File: src/rtl/vecmac_acc_pipe.sv
// N-lane W-bit dot-product MAC that accumulates over beat groups ended by in_last.
// Optional accumulator saturation with a sticky overflow flag: define VECMAC_SAT_EN.
module vecmac_acc_pipe #(
    parameter int LANES = 4,
    parameter int W     = 8,
    parameter int ACC_W = 32,
    parameter int CNT_W = 16
) (
    input  logic                 clk,
    input  logic                 rst,
    input  logic                 in_valid,
    output logic                 in_ready,
    input  logic [LANES*W-1:0]   in_a,
    input  logic [LANES*W-1:0]   in_b,
    input  logic                 in_signed,
    input  logic                 in_last,
    output logic                 out_valid,
    input  logic                 out_ready,
    output logic [ACC_W-1:0]     out_acc,
    output logic [CNT_W-1:0]     out_count,
    output logic                 out_ovf
);

    localparam int PW = 2*W+1;

    logic adv;
    logic accept;

    // A held, unconsumed result freezes the whole pipe so no beat is dropped.
    assign adv      = !(out_valid && !out_ready);
    assign in_ready = adv && !rst;
    assign accept   = in_valid && in_ready;

    logic [PW-1:0] prod_c  [LANES];
    logic [PW-1:0] s1_prod [LANES];
    logic          s1_valid;
    logic          s1_last;

    // Low PW bits of the product are exact for both signed and unsigned operands.
    always_comb begin
        logic [PW-1:0] ea;
        logic [PW-1:0] eb;
        ea = '0;
        eb = '0;
        for (int k = 0; k < LANES; k++) begin
            ea = {{(W+1){in_signed & in_a[k*W+W-1]}}, in_a[k*W +: W]};
            eb = {{(W+1){in_signed & in_b[k*W+W-1]}}, in_b[k*W +: W]};
            prod_c[k] = ea * eb;
        end
    end

    always_ff @(posedge clk) begin
        if (rst) begin
            s1_valid <= 1'b0;
        end else if (adv) begin
            s1_valid <= accept;
            if (accept) begin
                s1_prod <= prod_c;
                s1_last <= in_last;
            end
        end
    end

    logic [ACC_W-1:0] lane_sum_c;
    logic [ACC_W-1:0] s2_sum;
    logic             s2_valid;
    logic             s2_last;

    always_comb begin
        lane_sum_c = '0;
        for (int k = 0; k < LANES; k++) begin
            lane_sum_c = lane_sum_c + {{(ACC_W-PW){s1_prod[k][PW-1]}}, s1_prod[k]};
        end
    end

    always_ff @(posedge clk) begin
        if (rst) begin
            s2_valid <= 1'b0;
        end else if (adv) begin
            s2_valid <= s1_valid;
            if (s1_valid) begin
                s2_sum  <= lane_sum_c;
                s2_last <= s1_last;
            end
        end
    end

    logic [ACC_W-1:0] acc;
    logic [CNT_W-1:0] cnt;
    logic [ACC_W-1:0] sum_c;
    logic [CNT_W-1:0] cnt_inc;

    assign cnt_inc = (cnt == {CNT_W{1'b1}}) ? cnt : cnt + 1'b1;

`ifdef VECMAC_SAT_EN
    localparam logic [ACC_W-1:0] ACC_MAX = {1'b0, {(ACC_W-1){1'b1}}};
    localparam logic [ACC_W-1:0] ACC_MIN = {1'b1, {(ACC_W-1){1'b0}}};

    logic [ACC_W:0] wide;
    logic           clamp;
    logic           acc_ovf;

    always_comb begin
        wide  = {acc[ACC_W-1], acc} + {s2_sum[ACC_W-1], s2_sum};
        clamp = wide[ACC_W] != wide[ACC_W-1];
        if (!clamp)
            sum_c = wide[ACC_W-1:0];
        else if (wide[ACC_W])
            sum_c = ACC_MIN;
        else
            sum_c = ACC_MAX;
    end

    always_ff @(posedge clk) begin
        if (rst) begin
            out_ovf <= 1'b0;
            acc_ovf <= 1'b0;
        end else if (adv && s2_valid) begin
            if (s2_last) begin
                out_ovf <= acc_ovf | clamp;
                acc_ovf <= 1'b0;
            end else begin
                acc_ovf <= acc_ovf | clamp;
            end
        end
    end
`else
    assign sum_c   = acc + s2_sum;
    assign out_ovf = 1'b0;
`endif

    // The last beat clears the running state in the same cycle it publishes.
    always_ff @(posedge clk) begin
        if (rst) begin
            out_valid <= 1'b0;
            out_acc   <= '0;
            out_count <= '0;
            acc       <= '0;
            cnt       <= '0;
        end else if (adv) begin
            out_valid <= s2_valid && s2_last;
            if (s2_valid) begin
                if (s2_last) begin
                    out_acc   <= sum_c;
                    out_count <= cnt_inc;
                    acc       <= '0;
                    cnt       <= '0;
                end else begin
                    acc <= sum_c;
                    cnt <= cnt_inc;
                end
            end
        end
    end

endmodule

File: config.mk
export PLATFORM = sky130hd
export DESIGN_NAME = vecmac_acc_pipe
export DESIGN_NICKNAME = d
export VERILOG_FILES = /design/src/rtl/vecmac_acc_pipe.sv
export SDC_FILE = /design/constraint.sdc
export NUM_CORES = 1
export LEC_CHECK = 0
export CAP_MARGIN = 0
export CORE_MARGIN = 10
export CORE_UTILIZATION = 62
export DETAILED_ROUTE_END_ITERATION = 10
export GPL_TIMING_DRIVEN = 1
export PLACE_DENSITY = 0.82
export SLEW_MARGIN = 25
export SYNTH_ARGS = -nofsm -noshare
export SYNTH_HDL_FRONTEND = slang
export SYNTH_SLANG_ARGS = --single-unit
File: constraint.sdc
create_clock -name clk -period 10 [get_ports clk]
set_clock_uncertainty 0.1 [all_clocks]
set_input_delay 3 -clock clk [delete_from_list [all_inputs] [get_ports clk]]
set_output_delay 3 -clock clk [all_outputs]
set_load 0.02 [all_outputs]
==> flow_summary.toml, run 1 <==
[status]
status = "complete, no violations"

[synth]
ys_seq_elements = 189
synth_fp_nets = 2827
synth_top_area_share = 0.2851
synth_top_family_by_area = "adder cells"
netlist_instances = 2262
synth_edf_count = 90
synthSimpleGateAreaFrac = 0.1565
synth_compound_area_frac = 0.09793
async_reset_ff_frac = 0
ys_top_cells_by_count = "344 x inv_1, 304 x fa_1, 262 x nand2_1, 191 x ha_1, 155 x and2_1"
yosysWarnings = 0
synth_flop_cell = "dfxtp_1"
yosys.cell_count.top_type = "inv_1"
synthTopCellsByArea = "fa_1 29%, edfxtp_1 13%, ha_1 11%"
yosysSeqAreaShare = 0.2194
syn_avg_cell_area_um2 = 9.438
synthAdderAreaFrac = 0.3970
syn_area_mm2 = 0.02135
yosysTopAreaCell = "fa_1"
yosys.cell_types.count = 77
synthXorXnorAreaFrac = 0.04905
synth.mux.area_fraction = 0.002813

[final_layout]
area_growth_pct = 9.711
final_cells = 2780
final_nets = 2884
post-route-util = 0.6933
num_antenna_cells = 0
drive_above_1_share = 0.02959
finalInstanceArea_mm2 = 0.02342

[floorplan]
pin_count = 121
die_x_um = 205.6
dieArea_mm2 = 0.04226
num_rows = 67
die_h_um = 205.6
placeableCoreArea_mm2 = 0.03378
start_util = 0.6319

[clocking]
cts_tree = "done"
post_cts_buffers = 0
cts_buffers = 17
cts_hold_buffers = 0
insertion_delay_ns = 0.44
cts-root-buf = "clkbuf_16"
htreeDepth = 4
path_clk_slew_ns = 0.07
cts.sinks = 189
cts_resized = 0
clockBufferDepth = 2

[critical_path]
crit_start = "in_signed"
r2r_cells = 13
crit_end = "s1_prod[15]$_DFFE_PP_"
cpMostUsedCell = "fa_1"
reg2reg_from = "s1_prod[1]$_DFFE_PP_"
crit_arrival_ns = 8.92
r2r_slack_ns = 5.94
crit_chain = "clkdlybuf4s50_1 > nand2_1 > or2_2 > fa_1 > fa_1 > inv_1 > fa_1 > fa_1 > inv_1 > fa_1 > inv_1 > ha_1 > o21ai_0 > a21boi_0 > o21ai_0 > a21boi_0 > o21ai_0 > nor2b_1 > o311ai_0"
crit_slowest_cell = "clkdlybuf4s50_1"
critPathMaxFanout = 13
end_kind = "flop"
cpPeakStageDelay_ns = 0.78
required_ns = 10.11
r2r-end = "s2_sum[17]$_DFFE_PP_"
cp.depth = 19
critPathKind = "input pin to flop"
cp_top_family = "adder cells"
critPathLaunchType = "input pin"
crit_buf_inv = 4

[routing]
drt-initial-drc-count = 923
vias = 15710
ant_nets = 0
wl_per_cell_um = 16.82
first_pass_iters = 8
drc_errors = 0
viasPerCell = 5.651
wl_mm = 46.75

[placed_design]
gp_routability_congestion = 0.8922
hpwl_mm = 37.76
dpl-instance-area_mm2 = 0.02280
dpl.cell_count = 2748
port_buffers = 119
post-place-ws_ns = 0.8484

[timing]
holdWs_ns = 0.3400
slew_headroom = 0.3507
rsz0062_at_grt = "false"
final-max-slew-violation-count = 0
finalHoldViolCount = 0
setup_ws_ns = 1.194
period_needed_ns = 8.806
tightest_slew_ns = 0.9740
fin_tns_setup_ns = 0
setup_viol = 0
period_share = 0.8806
fmaxAchievable_mhz = 113.6

[power]
cellPowerDensity_mw_per_mm2 = 288.0
power_mw = 6.747
ir_drop_v = 0.0003505
leakage_nw = 10.71

[global_routing]
grt_pass1_vias = 16790
grt_pass1_wl_mm = 79.93
grt_max_degree = 92
antenna_found_initial = 0
grt_overflow = 0
grt.total_usage = 0.2289

[flow_run]
maxCapViolCount = 0

[min_path]
holdCritPathClass = "flop to flop"
cell families after synthesis:
kind of cell / count (synthesis)
buffers and inverters: 433
AND/OR/NAND/NOR: 696
AO/OA/AOI/OAI: 324
XOR/XNOR: 118
adder cells (fa/ha/maj): 495
multiplexers: 6
other: 1
flip-flops: 189
flip-flops by register name (all words and copies together) (netlist names):
register / cells
acc: 32
cnt: 16
out_acc: 32
out_count: 16
out_valid: 1
s1_last: 1
s1_prod: 68
s1_valid: 1
s2_last: 1
s2_sum: 20
s2_valid: 1
how the worst min path moves through the flow:
stage	startpoint	to	depth (start not counted)
5_1_grt	s1_last$_DFFE_PP_	s2_last$_DFFE_PP_	0
3_5_place_dp	s1_last$_DFFE_PP_	s2_last$_DFFE_PP_	0
4_1_cts	s1_last$_DFFE_PP_	s2_last$_DFFE_PP_	0
2_1_floorplan	s1_last$_DFFE_PP_	s2_last$_DFFE_PP_	0
3_3_place_gp	s1_last$_DFFE_PP_	s2_last$_DFFE_PP_	0
6_report	s1_last$_DFFE_PP_	s2_last$_DFFE_PP_	0
power by group:
group	total, mW	switching (mW)	internal, mW
registers	1.37	0.119	1.25
logic	4.68	2.59	2.09
clock network	0.695	0.332	0.363
total	6.75	3.04	3.71
per-layer routing:
layer / share of wire / up-vias / GRT usage
met4: 0.023 / 0 / 0.06695
met2: 0.51 / 521 / 0.4036
met3: 0.058 / 74 / 0.03318
met1: 0.41 / 7716 / 0.2860
met5: 0 / - / 0
li1: - / 7400 / -
cell type report:
type                    instances  area, um^2
multi-input cells            1640       15030
fillers                      2556       10360
flip-flops and latches        189        4684
inverters                     344        1291
repair buffers                127        1246
well taps                     448       560.5
clock buffers                  19       475.5
clock inverters                13       138.9
cell usage in the layout, fill, tap and decap left out, types with 26 or more instances in the layout:
master           instances
xnor2_1                 88
xor2_1                  29
ha_1                   191
a21o_1                  26
a21oi_1                104
o21ai_0                 58
nand2_1                262
fa_1                   304
nor2_1                 131
nand3_1                 30
inv_1                  344
edfxtp_1                90
and2_1                 155
clkdlybuf4s50_1        118
dfxtp_1                 99
Power figures use the tool's default switching activity.
==> run 2: changes to the inputs <==
--- a/config.mk
+++ b/config.mk
@@ -7,10 +7,10 @@
 export LEC_CHECK = 0
 export CAP_MARGIN = 0
 export CORE_MARGIN = 10
-export CORE_UTILIZATION = 62
+export CORE_UTILIZATION = 25
 export DETAILED_ROUTE_END_ITERATION = 10
 export GPL_TIMING_DRIVEN = 1
-export PLACE_DENSITY = 0.82
+export PLACE_DENSITY = 0.46
 export SLEW_MARGIN = 25
 export SYNTH_ARGS = -nofsm -noshare
 export SYNTH_HDL_FRONTEND = slang
==> flow_summary.toml, run 2 (synthesized netlist as in run 1, its figures left out) <==
[placed_design]
gp_routability_congestion = 0.7986
dpl.cell_count = 3446
hpwl_mm = 42.75
post-place-ws_ns = 0.6036
port_buffers = 119

[clocking]
path_clk_slew_ns = 0.08
htreeDepth = 4
cts_hold_buffers = 0
cts_resized = 0
cts-root-buf = "clkbuf_16"
post_cts_buffers = 0
insertion_delay_ns = 0.45
cts.sinks = 189
cts_tree = "done"
clockBufferDepth = 2
cts_buffers = 17

[routing]
drt-initial-drc-count = 642
vias = 15180
drc_errors = 0
first_pass_iters = 5
viasPerCell = 4.363
ant_nets = 0
wl_mm = 52.38
wl_per_cell_um = 15.06

[timing]
rsz0062_at_grt = "false"
period_needed_ns = 8.809
fin_tns_setup_ns = 0
setup_viol = 0
tightest_slew_ns = 1.001
final-max-slew-violation-count = 0
finalHoldViolCount = 0
period_share = 0.8809
setup_ws_ns = 1.191
fmaxAchievable_mhz = 113.5
slew_headroom = 0.3324

[final_layout]
post-route-util = 0.2853
final_common_cell = "inv_1"
num-fill-cells = 8995
final_nets = 2886
largest_register = "s1_prod"
largest_reg_flops = 68
num_antenna_cells = 0
area_growth_pct = 13.61
final_cells = 3478
reg_top3 = "s1_prod (68), acc (32), out_acc (32)"
drive_above_1_share = 0.03085
layout_common_cells = "344 x inv_1, 304 x fa_1, 261 x nand2_1, 191 x ha_1, 155 x and2_1"

[floorplan]
num_rows = 107
start_util = 0.2511
pin_count = 121
die_x_um = 312.2
die_h_um = 312.2
dieArea_mm2 = 0.09748
placeableCoreArea_mm2 = 0.08501

[critical_path]
crit_buf_inv = 4
end_kind = "flop"
required_ns = 10.14
crit_chain = "clkdlybuf4s50_1 > and2_1 > nand2_1 > fa_1 > inv_1 > fa_1 > fa_1 > fa_1 > inv_1 > fa_1 > inv_1 > ha_1 > o21ai_0 > a21boi_0 > o21ai_0 > a21boi_0 > o21ai_0 > nor2b_1 > o311ai_0"
cp_top_family = "adder cells"
cpMostUsedCell = "fa_1"
critPathMaxFanout = 17
critPathLaunchType = "input pin"
critPathKind = "input pin to flop"
cpPeakStageDelay_ns = 1.10
crit_arrival_ns = 8.95
crit_slowest_cell = "clkdlybuf4s50_1"

[global_routing]
grt_overflow = 0
grt_max_degree = 92
grt_pass1_vias = 16280
antenna_found_initial = 0
grt.total_usage = 0.1080
grt_pass1_wl_mm = 86.53

[power]
leakage_nw = 10.68
power_mw = 6.640
cellPowerDensity_mw_per_mm2 = 273.8
ir_drop_v = 0.0003247

[status]
status = "complete, no violations"

[min_path]
holdCritPathClass = "flop to flop"

[flow_run]
maxCapViolCount = 0
[run 2: cell types whose count changed in the layout (fill, tap and decap cells not counted), sizes merged]
cell / delta
clkinvlp: +4
buf: +2
clkbuf: -2
inv: -2
[run 2: report_power, final]
group / switching, mW / internal [mW] / leakage [nW] / total, mW
clock: 0.330 / 0.327 / 0.263 / 0.657
sequential: 0.129 / 1.25 / 1.64 / 1.38
combinational: 2.52 / 2.08 / 8.77 / 4.60
[run 2: area by class of cell]
cell class | instances | area, um^2 | area share
multi-input cells | 1640 | 15030 | 0.6197
flip-flops and latches | 189 | 4684 | 0.1931
well taps | 1144 | 1431 | 0.05901
inverters | 344 | 1291 | 0.05324
repair buffers | 129 | 1261 | 0.05200
clock buffers | 17 | 425.4 | 0.01754
clock inverters | 15 | 131.4 | 0.005417
[run 2: worst paths after layout]
check | startpoint | endpoint | slack [ns] | cells after the start
worst max-delay path | in_signed | s1_prod[15]$_DFFE_PP_ | 1.19 | 19
worst min-delay path | s1_last$_DFFE_PP_ | s2_last$_DFFE_PP_ | 0.33 | 0
worst max register to register | s1_prod[1]$_DFFE_PP_ | s2_sum[30]$_DFFE_PP_ | 5.84 | 13
worst min register to register | s1_last$_DFFE_PP_ | s2_last$_DFFE_PP_ | 0.33 | 0
[run 2: per-stage QoR]
step,hold slack (ns),instance area [um^2]
CTS,0.3274,24250
floorplan,0.3003,21350
finish,0.3259,24250
detailed placement,0.3089,23700
global route,0.3290,24250
global placement,0.3102,23690
[run 2: metal layers]
metal,global-route usage,part of all wire,up-vias
met2,0.1929,0.51,203
met5,0,0,-
li1,-,-,7401
met4,0.01849,0.0094,0
met1,0.1392,0.46,7541
met3,0.01346,0.027,31
==> run 3: changes to the inputs <==
--- a/config.mk
+++ b/config.mk
@@ -8,6 +8,7 @@
 export CAP_MARGIN = 0
 export CORE_MARGIN = 10
 export CORE_UTILIZATION = 25
+export CTS_CLUSTER_DIAMETER = 60
 export DETAILED_ROUTE_END_ITERATION = 10
 export GPL_TIMING_DRIVEN = 1
 export PLACE_DENSITY = 0.46
==> results of run 3 <==
Same layout as run 2: the final DEF is identical, and so are final timing and power.
